**config.mk**
```make
export PLATFORM = sky130hd
export DESIGN_NAME = tx_bus_arb_flat
export DESIGN_NICKNAME = d
export VERILOG_FILES = /design/src/rtl/tx_bus_arb_pkg.sv /design/src/rtl/tx_bus_arb_if.sv /design/src/rtl/tx_bus_arb_rr_pick.sv /design/src/rtl/tx_bus_arb.sv /design/src/flat_wrapper.sv
export SDC_FILE = /design/constraint.sdc
export NUM_CORES = 1
export LEC_CHECK = 0
export ABC_AREA = 1
export CAP_MARGIN = 20
export CORE_ASPECT_RATIO = 1.4
export CORE_UTILIZATION = 25
export DETAILED_ROUTE_END_ITERATION = 8
export MAX_ROUTING_LAYER = met4
export PLACE_DENSITY_LB_ADDON = 0.12
export SYNTH_ARGS = -nofsm -noshare
export SYNTH_HDL_FRONTEND = slang
export SYNTH_SLANG_ARGS = --single-unit
```
**constraint.sdc**
```tcl
create_clock -name sys_clk -period 1.45 [get_ports sys_clk]
set_input_delay 0.435 -clock sys_clk [delete_from_list [all_inputs] [get_ports sys_clk]]
set_output_delay 0.435 -clock sys_clk [all_outputs]
set_load 0.02 [all_outputs]
```
**src/rtl/tx_bus_arb_pkg.sv**
```systemverilog
// tx_arb_pkg: shared state encoding, counter width and one-hot helper for tx_bus_arb
package tx_arb_pkg;
  typedef enum logic [1:0] {S_IDLE, S_OWN, S_BUSY} state_t;
  localparam int TO_W = 16;
  function automatic logic [7:0] onehot(input logic [2:0] idx);
    return 8'(1) << idx;
  endfunction
endpackage

```
**src/rtl/tx_bus_arb_if.sv**
```systemverilog
// tx_bus_arb_if: frame sources, UART sender and status signals around the arbiter
interface tx_bus_arb_if #(parameter int N = 4, parameter int IDW = 2);
  logic [N-1:0]   src_req;
  logic [N*8-1:0] src_data;
  logic [N-1:0]   src_data_flag;
  logic [N-1:0]   src_last;
  logic [N-1:0]   src_gnt;
  logic [N-1:0]   src_send_finish;
  logic [7:0]     bus_data;
  logic           bus_data_flag;
  logic           bus_send_finish;
  logic [IDW-1:0] owner_id;
  logic           busy;
  logic           timeout_err;
  modport master (
    input  src_req, src_data, src_data_flag, src_last, bus_send_finish,
    output src_gnt, src_send_finish, bus_data, bus_data_flag, owner_id, busy, timeout_err
  );
  modport slave (
    output src_req, src_data, src_data_flag, src_last, bus_send_finish,
    input  src_gnt, src_send_finish, bus_data, bus_data_flag, owner_id, busy, timeout_err
  );
endinterface

```
**src/rtl/tx_bus_arb_rr_pick.sv**
```systemverilog
// rr_pick: combinational round-robin picker, first requester after i_last wins
module rr_pick #(
  parameter int N   = 4,
  parameter int IDW = 2
) (
  input  logic [N-1:0]   i_req,
  input  logic [IDW-1:0] i_last,
  output logic           o_valid,
  output logic [IDW-1:0] o_idx
);
  always_comb begin
    o_valid = |i_req;
    o_idx   = '0;
    // scan from farthest to nearest so the slot right after i_last overrides
    for (int i = N; i >= 1; i--) begin
      logic [IDW-1:0] j;
      j = IDW'((int'(i_last) + i) % N);
      if (i_req[j]) o_idx = j;
    end
  end
endmodule

```
**src/rtl/tx_bus_arb.sv**
```systemverilog
// tx_bus_arb: frame-level round-robin arbiter sharing one UART sender with a per-byte watchdog
module tx_bus_arb
  import tx_arb_pkg::*;
#(
  parameter int N           = 4,
  parameter int IDW         = 2,
  parameter int TIMEOUT_CYC = 50000
) (
  input logic          sys_clk,
  input logic          sys_rst,
  tx_bus_arb_if.master bus
);
  state_t          r_state, w_state;
  logic [IDW-1:0]  r_owner, w_owner, r_last_owner, w_last_owner;
  logic [TO_W-1:0] r_cnt, w_cnt;
  logic            r_last_latched, w_last_latched;
  logic [N-1:0]    r_gnt, w_gnt, r_ssf, w_ssf;
  logic            r_busy, w_busy, r_flag, w_flag, r_err, w_err;
  logic [7:0]      r_data, w_data;
  logic            w_pick_v;
  logic [IDW-1:0]  w_pick;
  logic [N-1:0]    w_pick_oh;
  logic            w_own_flag, w_own_req;
  logic [7:0]      w_own_byte;

  rr_pick #(.N(N), .IDW(IDW)) u_pick (
    .i_req  (bus.src_req),
    .i_last (r_last_owner),
    .o_valid(w_pick_v),
    .o_idx  (w_pick)
  );

  assign w_pick_oh  = N'(onehot(3'(w_pick)));
  assign w_own_flag = bus.src_data_flag[r_owner];
  assign w_own_req  = bus.src_req[r_owner];
  assign w_own_byte = bus.src_data[{r_owner, 3'b000} +: 8];

  always_comb begin
    w_state        = r_state;
    w_owner        = r_owner;
    w_last_owner   = r_last_owner;
    w_cnt          = r_cnt;
    w_last_latched = r_last_latched;
    w_gnt          = r_gnt;
    w_busy         = r_busy;
    w_data         = r_data;
    w_flag         = 1'b0;
    w_ssf          = '0;
    w_err          = 1'b0;
    case (r_state)
      S_IDLE: if (w_pick_v) begin
        w_state      = S_OWN;
        w_owner      = w_pick;
        w_last_owner = w_pick;
        w_cnt        = '0;
        w_gnt        = w_pick_oh;
        w_busy       = 1'b1;
      end
      S_OWN: if (w_own_flag) begin
        w_state        = S_BUSY;
        w_data         = w_own_byte;
        w_flag         = 1'b1;
        // a byte arriving together with a dropped request closes the frame
        w_last_latched = bus.src_last[r_owner] | ~w_own_req;
      end else if (!w_own_req || r_cnt == TO_W'(TIMEOUT_CYC - 1)) begin
        w_state = S_IDLE;
        w_gnt   = '0;
        w_busy  = 1'b0;
        w_err   = w_own_req;
      end else begin
        w_cnt = r_cnt + 1'b1;
      end
      S_BUSY: if (bus.bus_send_finish) begin
        w_ssf   = r_gnt;
        w_state = r_last_latched ? S_IDLE : S_OWN;
        w_gnt   = r_last_latched ? '0 : r_gnt;
        w_busy  = ~r_last_latched;
        w_cnt   = '0;
      end
      default: w_state = S_IDLE;
    endcase
  end

  always_ff @(posedge sys_clk or negedge sys_rst) begin
    if (!sys_rst) begin
      r_state        <= S_IDLE;
      r_owner        <= '0;
      r_last_owner   <= IDW'(N - 1);
      r_cnt          <= '0;
      r_last_latched <= 1'b0;
      r_gnt          <= '0;
      r_busy         <= 1'b0;
      r_data         <= '0;
      r_flag         <= 1'b0;
      r_ssf          <= '0;
      r_err          <= 1'b0;
    end else begin
      r_state        <= w_state;
      r_owner        <= w_owner;
      r_last_owner   <= w_last_owner;
      r_cnt          <= w_cnt;
      r_last_latched <= w_last_latched;
      r_gnt          <= w_gnt;
      r_busy         <= w_busy;
      r_data         <= w_data;
      r_flag         <= w_flag;
      r_ssf          <= w_ssf;
      r_err          <= w_err;
    end
  end

  assign bus.src_gnt         = r_gnt;
  assign bus.src_send_finish = r_ssf;
  assign bus.bus_data        = r_data;
  assign bus.bus_data_flag   = r_flag;
  assign bus.owner_id        = r_owner;
  assign bus.busy            = r_busy;
  assign bus.timeout_err     = r_err;
endmodule

```
**src/flat_wrapper.sv**
```systemverilog
// flat-port wrapper written by rule: the top's interface ports become plain ports
module tx_bus_arb_flat import tx_arb_pkg::*;
#(
  parameter int N           = 4,
  parameter int IDW         = 2,
  parameter int TIMEOUT_CYC = 50000
)
  (sys_clk, sys_rst, bus_src_req, bus_src_data, bus_src_data_flag, bus_src_last, bus_bus_send_finish, bus_src_gnt, bus_src_send_finish, bus_bus_data, bus_bus_data_flag, bus_owner_id, bus_busy, bus_timeout_err);
  tx_bus_arb_if #(.N(N), .IDW(IDW)) bus_i ();
  input logic sys_clk;
  input logic sys_rst;
  input wire logic [$bits(bus_i.src_req)-1:0] bus_src_req;
  input wire logic [$bits(bus_i.src_data)-1:0] bus_src_data;
  input wire logic [$bits(bus_i.src_data_flag)-1:0] bus_src_data_flag;
  input wire logic [$bits(bus_i.src_last)-1:0] bus_src_last;
  input wire logic [$bits(bus_i.bus_send_finish)-1:0] bus_bus_send_finish;
  output wire logic [$bits(bus_i.src_gnt)-1:0] bus_src_gnt;
  output wire logic [$bits(bus_i.src_send_finish)-1:0] bus_src_send_finish;
  output wire logic [$bits(bus_i.bus_data)-1:0] bus_bus_data;
  output wire logic [$bits(bus_i.bus_data_flag)-1:0] bus_bus_data_flag;
  output wire logic [$bits(bus_i.owner_id)-1:0] bus_owner_id;
  output wire logic [$bits(bus_i.busy)-1:0] bus_busy;
  output wire logic [$bits(bus_i.timeout_err)-1:0] bus_timeout_err;
  assign bus_i.src_req = bus_src_req;
  assign bus_i.src_data = bus_src_data;
  assign bus_i.src_data_flag = bus_src_data_flag;
  assign bus_i.src_last = bus_src_last;
  assign bus_i.bus_send_finish = bus_bus_send_finish;
  assign bus_src_gnt = bus_i.src_gnt;
  assign bus_src_send_finish = bus_i.src_send_finish;
  assign bus_bus_data = bus_i.bus_data;
  assign bus_bus_data_flag = bus_i.bus_data_flag;
  assign bus_owner_id = bus_i.owner_id;
  assign bus_busy = bus_i.busy;
  assign bus_timeout_err = bus_i.timeout_err;
  tx_bus_arb #(.N(N), .IDW(IDW), .TIMEOUT_CYC(TIMEOUT_CYC)) u_core (.sys_clk(sys_clk), .sys_rst(sys_rst), .bus(bus_i));
endmodule
```
==> out/metrics.cfg, run 1 <==
[status]
outcome = finished with violations
violations = setup timing

[clocking]
cts-hold-fix-buffers = 0
worstSkewPairLatency_ns = 0.29
tritoncts = built
numCtsBuffers = 5
cts_buffer_depth = 2
root_buffer = clkbuf_16
htree_levels = 2
cts_sinks = 42
clk_pin_slew_ns = 0.07

[route]
vias = 2874
wirelength_um = 8170
drt-wirelength-per-cell_um = 12.6
ant_nets = 0
vias_per_cell = 4.41
drt_first_pass_iters = 5
drtIter0Drc = 41
post-route-drc-count = 0

[sta]
fmax_mhz = 647
finalCriticalPeriod_ns = 1.55
setup_ws_ns = -0.0962
finalHoldViolations = 0
setup_viol = 27
slew_headroom_pct = 77.9
rsz0062_at_grt = yes
hold_slack_ns = 0.121
period_share_pct = 107
tightest_slew_ns = 0.331
fin_skew_ns = 0.00627
drv_slew = 0

[setup_path]
slowest_delay_ns = 0.63
cp-start-kind = flop
crit_arrival_ns = 1.73
r2r-start = u_core.r_last_owner[0]
cp_max_fo = 7
reg2reg_to = u_core.bus.src_gnt[2]
slowest_stage = dfstp_2
cp-end-kind = flop
crit_end = u_core.bus.src_gnt[2]
r2r_slack_ns = -0.1
crit_required_ns = 1.64
path_common_cell = nand2_1
crit_start = u_core.r_last_owner[0]
cp_cell_sequence = buf_6 > nand2_2 > nand2_2 > nand2_2 > nand2_1 > nand2_1 > nand2_1 > nand2_1 > nand2_2 > inv_2 > nand3_2 > nand2_1
ff2ff_path_depth = 12
worstSetupPathType = flop to flop

[global_route]
grt_use_total_pct = 15.5
grt_pass1_wl_um = 13400
gr-total-overflow = 0
antenna_found_initial = 0
grt_max_degree = 43
grt_pass1_vias = 2958

[logic_synthesis]
yosysWarnings = 0
syn-mean-instance-area_um2 = 6.97
syn_inst = 387
synth_flop_cell = dfrtp_1
synth_edf_count = 0
ys_ff_latch = 42
synth_area_mm2 = 0.00270
async_reset_ff_share_pct = 100
synth_top_area_share_pct = 37.1
seq_area_frac_synth_pct = 39.1
syn_nets = 439
yosys.area.top_type = dfrtp_1
ys_types = 34
yosys-top-cells-area = dfrtp_1 37%, nand2_1 18%, nor2_1 8.2%

[floorplan]
coreArea_mm2 = 0.0105
die_h_um = 125
die_w_um = 89.8
floorplan.initialDensity_pct = 25.8
fp-row-count = 44
die_area_mm2 = 0.0112
num_io_pins = 68

[placed_design]
dp_slack_ns = -0.537
dpl.hpwl_um = 5990
port-buffer-count = 67
dp_cells = 631
globalplace.congestion = 0.851
place_area_mm2 = 0.00388

[pwr]
ir_worst_vdd_mv = 1.17
p_per_area_mw_per_mm2 = 1850
power.leakage_uw = 0.00211
p_total_uw = 8180

[finish]
final_cell_mix = 101 x nand2_1, 52 x nor2_1, 50 x buf_4
layoutNonFillerInstCount = 651
nNetsFinal = 564
final_common_cell = nand2_1
area_growth_pct = 64.1
drive_above_1_share_pct = 33.1
antennaDiodeCount = 0
fin_area_mm2 = 0.00443

[worst_hold_path]
min_path_type = primary input to async pin

[run]
cap_violations = 0

metal layers:
metal	wire length (um)	vias up	GRT usage, %
met2	4480	60	29.3
li1	-	1478	-
met3	203	15	2.01
met1	3310	1321	15.9
met5	0	-	-
met4	173	0	6.46
cell type report:
cell class | instances | area (um^2)
Clock inverter | 3 | 21.3
Clock buffer | 5 | 125
Timing Repair Buffer | 130 | 1180
Multi-Input combinational cell | 297 | 1720
Sequential cell | 42 | 1060
Tap cell | 138 | 173
Fill cell | 1080 | 6030
Inverter | 36 | 158
flip-flops by register name, summed over array words and instances (netlist names):
signal,count
u_core.bus.busy,1
u_core.r_state,2
u_core.bus.timeout_err,1
u_core.r_cnt,16
u_core.r_last_latched,1
u_core.bus.src_send_finish,4
u_core.bus.bus_data,8
u_core.bus.owner_id,2
u_core.bus.bus_data_flag,1
u_core.bus.src_gnt,4
u_core.r_last_owner,2
worst min-delay path by stage:
stage	start	endpoint	slack [ns]	cells past startpoint
CTS	sys_rst	u_core.bus.bus_data_flag	0.13	2
floorplan	sys_rst	u_core.bus.bus_data[0]	0.14	0
detailed placement	sys_rst	u_core.r_cnt[7]	0.44	2
finish	sys_rst	u_core.bus.bus_data[0]	0.12	2
global placement	sys_rst	u_core.r_cnt[7]	0.44	2
global route	sys_rst	u_core.bus.bus_data[4]	0.14	2
metrics by stage:
step / util [%] / TNS [ns]
2_1_floorplan: - / -0.678
3_3_place_gp: 37.1 / -16.62
3_5_place_dp: 37.1 / -17.33
4_1_cts: 40.9 / -1.96
5_1_grt: 42.3 / -4.50
6_report: 42.3 / -1.58
Yosys cell counts (4+ instances only):
library cell and count:
nand2_1 127, nor2_1 59, dfrtp_1 40, inv_1 31, o21ai_0 29, nand3_1 22
xor2_1 11, o22ai_1 10, buf_2 6, ha_1 5, nor3_1 5, a21oi_1 4
inv_2 4, nand2_2 4
worst max-delay path, delay by kind of cell, from the launching register on:
kind | cells | cell delay [ns]
buf+inv | 2 | 0.19
flops | 1 | 0.63
simple gates | 10 | 0.61
repair_timing:
action	CTS	global route
gates cloned	1	0
setup endpoints to repair	58	45
gates resized for setup	111	44
pin swaps	33	14
buffers inserted	7	5
report_power, final:
group | leakage (uW) | internal (uW) | switching [uW]
clock network | 0.0000698 | 638 | 494
registers | 0.000549 | 1500 | 254
logic | 0.00149 | 2330 | 2970
cells by family after synthesis:
family,synth area share [%]
AND/OR/NAND/NOR,36.2
AO/OA/AOI/OAI,10.3
flip-flops,39.1
buffers and inverters,8.16
adder cells (fa/ha/maj),2.32
XOR/XNOR,3.90
Power figures use the tool's default switching activity.
==> inputs of run 2 (changes only) <==
CTS_CLUSTER_DIAMETER = 80   (was default)
==> results of run 2 <==
Same layout as run 1: the final DEF is identical, and so are final timing and power.
